**src/rtl/mpmc11_burst_cmd_gen.sv**
```systemverilog
// mpmc11 burst command generator: issues len+1 app commands per request
// and, for writes, feeds the write-data FIFO with a bounded data lead.
module mpmc11_burst_cmd_gen #(
  parameter int ADDR_W        = 29,
  parameter int ADDR_INC      = 8,
  parameter int BEATS_PER_CMD = 2,
  parameter int MAX_LEAD      = 2
) (
  input  logic              clk,
  input  logic              rst,
  input  logic              req_valid,
  output logic              req_ready,
  input  logic              req_we,
  input  logic [ADDR_W-1:0] req_addr,
  input  logic [7:0]        req_len,
  input  logic              wd_valid,
  output logic              wd_ready,
  output logic              app_en,
  output logic [2:0]        app_cmd,
  output logic [ADDR_W-1:0] app_addr,
  input  logic              app_rdy,
  output logic              app_wdf_wren,
  output logic              app_wdf_end,
  input  logic              app_wdf_rdy,
  output logic              busy,
  output logic              done
);

  typedef enum logic [1:0] {
    IDLE,
    RD,
    WR,
    FIN
  } state_t;

  state_t            state;
  logic [7:0]        len;
  logic [8:0]        cmd_cnt;
  logic [8:0]        data_cmds;
  logic [1:0]        cmdbeat;
  logic [ADDR_W-1:0] addr;

  logic [8:0] len9;
  logic [9:0] lead_lim;
  logic       cmd_acc;
  logic       beat_acc;
  logic       end_beat;
  logic       last_cmd;
  logic       data_all;

  assign len9     = {1'b0, len};
  assign lead_lim = {1'b0, cmd_cnt} + 10'(MAX_LEAD);
  assign end_beat = (cmdbeat == 2'(BEATS_PER_CMD - 1));
  assign last_cmd = (cmd_cnt == len9);
  assign data_all = (data_cmds == 9'(len9 + 9'd1));

  // Strobes depend only on state/counters (plus wd_valid for wren).
  always_comb begin
    app_en       = 1'b0;
    app_wdf_wren = 1'b0;
    unique case (state)
      RD: app_en = 1'b1;
      WR: begin
        app_en       = (data_cmds > cmd_cnt) && (cmd_cnt <= len9);
        app_wdf_wren = wd_valid
                       && ({1'b0, data_cmds} < lead_lim)
                       && (data_cmds <= len9);
      end
      default: ;
    endcase
  end

  assign app_cmd     = (state == WR) ? 3'b000 : 3'b001;
  assign app_addr    = addr;
  assign app_wdf_end = end_beat;
  assign cmd_acc     = app_en && app_rdy;
  assign beat_acc    = app_wdf_wren && app_wdf_rdy;
  assign wd_ready    = beat_acc;
  assign req_ready   = (state == IDLE);
  assign busy        = (state != IDLE);
  assign done        = (state == FIN);

  always_ff @(posedge clk) begin
    if (!rst) begin
      state     <= IDLE;
      len       <= '0;
      cmd_cnt   <= '0;
      data_cmds <= '0;
      cmdbeat   <= '0;
      addr      <= '0;
    end else begin
      unique case (state)
        IDLE: begin
          if (req_valid) begin
            len       <= req_len;
            addr      <= req_addr;
            cmd_cnt   <= '0;
            data_cmds <= '0;
            cmdbeat   <= '0;
            state     <= req_we ? WR : RD;
          end
        end
        RD: begin
          if (cmd_acc) begin
            addr    <= addr + ADDR_W'(ADDR_INC);
            cmd_cnt <= cmd_cnt + 9'd1;
            if (last_cmd) state <= FIN;
          end
        end
        WR: begin
          if (cmd_acc) begin
            addr    <= addr + ADDR_W'(ADDR_INC);
            cmd_cnt <= cmd_cnt + 9'd1;
          end
          if (beat_acc) begin
            if (end_beat) begin
              cmdbeat   <= '0;
              data_cmds <= data_cmds + 9'd1;
            end else begin
              cmdbeat <= cmdbeat + 2'd1;
            end
          end
          if (cmd_acc && last_cmd && data_all) state <= FIN;
        end
        FIN: state <= IDLE;
        default: state <= IDLE;
      endcase
    end
  end

endmodule

```
**config.mk**
```make
export PLATFORM = sky130hd
export DESIGN_NAME = mpmc11_burst_cmd_gen
export DESIGN_NICKNAME = d
export VERILOG_FILES = /design/src/rtl/mpmc11_burst_cmd_gen.sv
export SDC_FILE = /design/constraint.sdc
export NUM_CORES = 1
export LEC_CHECK = 0
export ABC_AREA = 1
export CORE_MARGIN = 2
export CORE_UTILIZATION = 30
export DETAILED_ROUTE_END_ITERATION = 8
export SYNTH_ARGS = -nofsm -noshare
export SYNTH_HDL_FRONTEND = slang
export SYNTH_SLANG_ARGS = --single-unit
```
**constraint.sdc**
```tcl
create_clock -name clk -period 3.3 [get_ports clk]
set_clock_uncertainty 0.15 [all_clocks]
set_input_delay 0.66 -clock clk [delete_from_list [all_inputs] [get_ports clk]]
set_output_delay 0.66 -clock clk [all_outputs]
set_load 0.01 [all_outputs]
```
==> reports/metrics.csv <==
stage;metric;value;unit
synthesis;yosys.area.top_type;dfxtp_1;
detailed_routing;via_per_inst;4.63;
synthesis;ys_types;43;
worst_setup_path;worstSetupPathType;register to output pin;
synthesis;synthCells;740;
synthesis;yosysSeqAreaShare;0.249;
worst_setup_path;cp_max_fo;5;
timing;tns;0;ps
timing;setup_ws;164;ps
finish;layout.area.seq;1200;um^2
die;dieArea;16900;um^2
placed_design;place.gp.congestion;0.857;
detailed_routing;drt-initial-drc-count;358;
cts;cts-buffers-inserted;9;
timing;hold_violations;0;
timing;fin_crit;3140;ps
synthesis;synth_top_area_frac;0.249;
placed_design;numPortBuffers;80;
timing;max_freq;319;MHz
synthesis;ys_ff_latch;59;
worst_setup_path;worst-endpoint-required;2490;ps
global_routing;grt_pass1_wl;23400;um
detailed_routing;dr.pass1.iters;5;
finish;fillers;1717;
die;die_h;130;um
pwr;power;5.04;mW
detailed_routing;antenna_left;0;
global_routing;grt_usage;0.175;
timing;whs;287;ps
cts;cts.sinks;59;
pwr;peakVddDrop;0.000523;V
worst_setup_path;slowest_delay;350;ps
synthesis;synth_area;4750;um^2
synthesis;synthTopCellsByArea;dfxtp_1 (25%), nand2_1 (14%), ha_1 (11%), nor2_1 (9.7%), inv_1 (5.6%);
timing;slew_headroom;0.586;
cts;clkTransAtPathRegs;60;ps
cts;cts-hold-fix-buffers;0;
synthesis;ys_warn_count;0;
die;core_area;15700;um^2
flow_run;maxCapViolations;0;
cts;cts_tree;yes;
finish;drive_above_1_share;0.0875;
worst_setup_path;path_cells;buf_6 > nand2_2 > nor2_4 > xor2_1 > ha_1 > nand2_1 > nor2_1 > o21ai_1 > nand2_1 > o21bai_1 > nand2_1 > nand2_2 > nand4_1 > inv_1 > buf_2;
timing;slew_violations;0;
global_routing;grt_pass1_vias;4602;
cts;cts_root_buffer;clkbuf_16;
finish;diodes;0;
pwr;leakagePower;2.69;nW
global_routing;antenna_found_initial;0;
die;initial_core_util;0.303;
status;status;completed;
detailed_routing;drt-total-wl;14100;um
finish;multi_input_area;3160;um^2
timing;rsz0062_at_grt;true;
placed_design;dpl_worst_slack;49.6;ps
placed_design;dpl.hpwl;10500;um
synthesis;syn_avg_cell_area;6.42;um^2
pwr;power.density;811;nW/um^2
worst_setup_path;cp.arrival;2330;ps
finish;finish.utilization;0.397;
finish;nets;915;
timing;report.final.setup_viol;0;
worst_setup_path;path_common_cell;nand2_1;
cts;clk_latency;340;ps
die;rows;46;
timing;period_share;0.950;
cts;htree_levels;3;
worst_setup_path;cp-end-kind;output pin;
hold_path;min-delay-path-class;register to register;
finish;areaGrowthSynthToFinish;30.9;%
detailed_routing;drc_errors;0;
worst_setup_path;critPathSlowestCell;dfxtp_2;
global_routing;grt-ovfl-total;0;
die;fp.dieW;130;um
detailed_routing;post_drt_wl_per_cell;13.4;um
detailed_routing;num_vias;4861;
cts;ctsLongestPathBuffers;2;
global_routing;grt_max_degree;52;
worst_setup_path;crit_path_start_kind;register;
die;io_pins;83;
timing;worst_pin_slew;621;ps
==> cells by family after synthesis <==
| logic type | after synthesis | synth area share |
|---|---|---|
| buf+inv | 99 | 0.0956 |
| simple gates | 398 | 0.364 |
| flops | 59 | 0.249 |
| compound gates | 110 | 0.124 |
| xor+xnor | 31 | 0.0572 |
| fa+ha+maj | 42 | 0.111 |
| other cells | 1 | 0.000789 |
==> cell usage in the layout (no fill, tap or decap), types with 18 or more instances in the layout <==
cell type	instances
nand2_1	173
nor2_1	120
clkdlybuf4s50_1	77
inv_1	71
dfxtp_1	49
o21ai_0	48
nand3_1	48
a21oi_1	45
ha_1	41
buf_4	21
xor2_1	18
==> report_power, final <==
group	switching (mW)	leakage [nW]	internal [mW]	total (mW)
Sequential	0.301	0.488	0.935	1.24
Clock	0.355	0.169	0.755	1.11
Combinational	1.62	2.04	1.07	2.70
==> critical path, delay by kind of cell (launching register included) <==
kind                     cells  cell delay (ps)
adder cells (fa/ha/maj)      1              240
XOR/XNOR                     1              150
buffers and inverters        3              310
flip-flops                   1              350
AO/OA/AOI/OAI                2              220
AND/OR/NAND/NOR              8              690
==> cell usage after synthesis, drive strengths merged <==
master and n:
a31oi 1, clkbuf 11, buf 14, a21o 1, xnor2 13, a21oi 47, nand3b 6, dfxtp 59
o21ai 54, ha 42, nand2 179, nor4 2, o21a 1, and3 1, conb 1, o31ai 4
and2 2, nand3 51, clkinv 1, or2 1, nor3 10, nor2 128, xor2 18, inv 73
o21bai 2, nand4 17, nor3b 1
==> flip-flops by register name, indices dropped and copies added, names as in the netlist <==
register   flops
app_addr      29
cmd_cnt        9
data_cmds      9
len            8
cmdbeat        2
state          2
==> per-stage QoR <==
stage / std cells / instance area (um^2)
after CTS: 1049 / 6190
after floorplan: 741 / 4750
after global placement: 1033 / 5810
final: 1050 / 6220
after detailed placement: 1033 / 5810
after global routing: 1050 / 6220
==> final timing paths <==
kind,cells past startpoint,start,to,slack (ps)
min,2,cmdbeat[1],cmdbeat[1],290
max reg2reg,18,cmd_cnt[2],data_cmds[7],390
max,15,cmd_cnt[2],wd_ready,160
min reg2reg,2,cmdbeat[1],cmdbeat[1],290
==> timing repair <==
item / 4_1_cts / 5_1_grt
pin swaps: 1 / 5
buffers inserted: 0 / 1
hold endpoints to repair: 0 / 0
resized for setup: 19 / 12
endpoints found under the setup margin: 3 / 3
cloned: 0 / 0
==> layer usage <==
layer,share of wire,track usage
met1,0.47,0.226
met5,0,0
met2,0.47,0.291
met4,0.0077,0.0380
met3,0.051,0.0513
==> final cells by class <==
| type | instances | area share |
|---|---|---|
| inverter | 74 | 0.0455 |
| multi-input combinational | 583 | 0.509 |
| timing repair buffer | 102 | 0.155 |
| clock inverter | 5 | 0.0161 |
| sequential | 59 | 0.192 |
| clock buffer | 11 | 0.0390 |
| tap | 216 | 0.0435 |
Power figures use the tool's default switching activity.
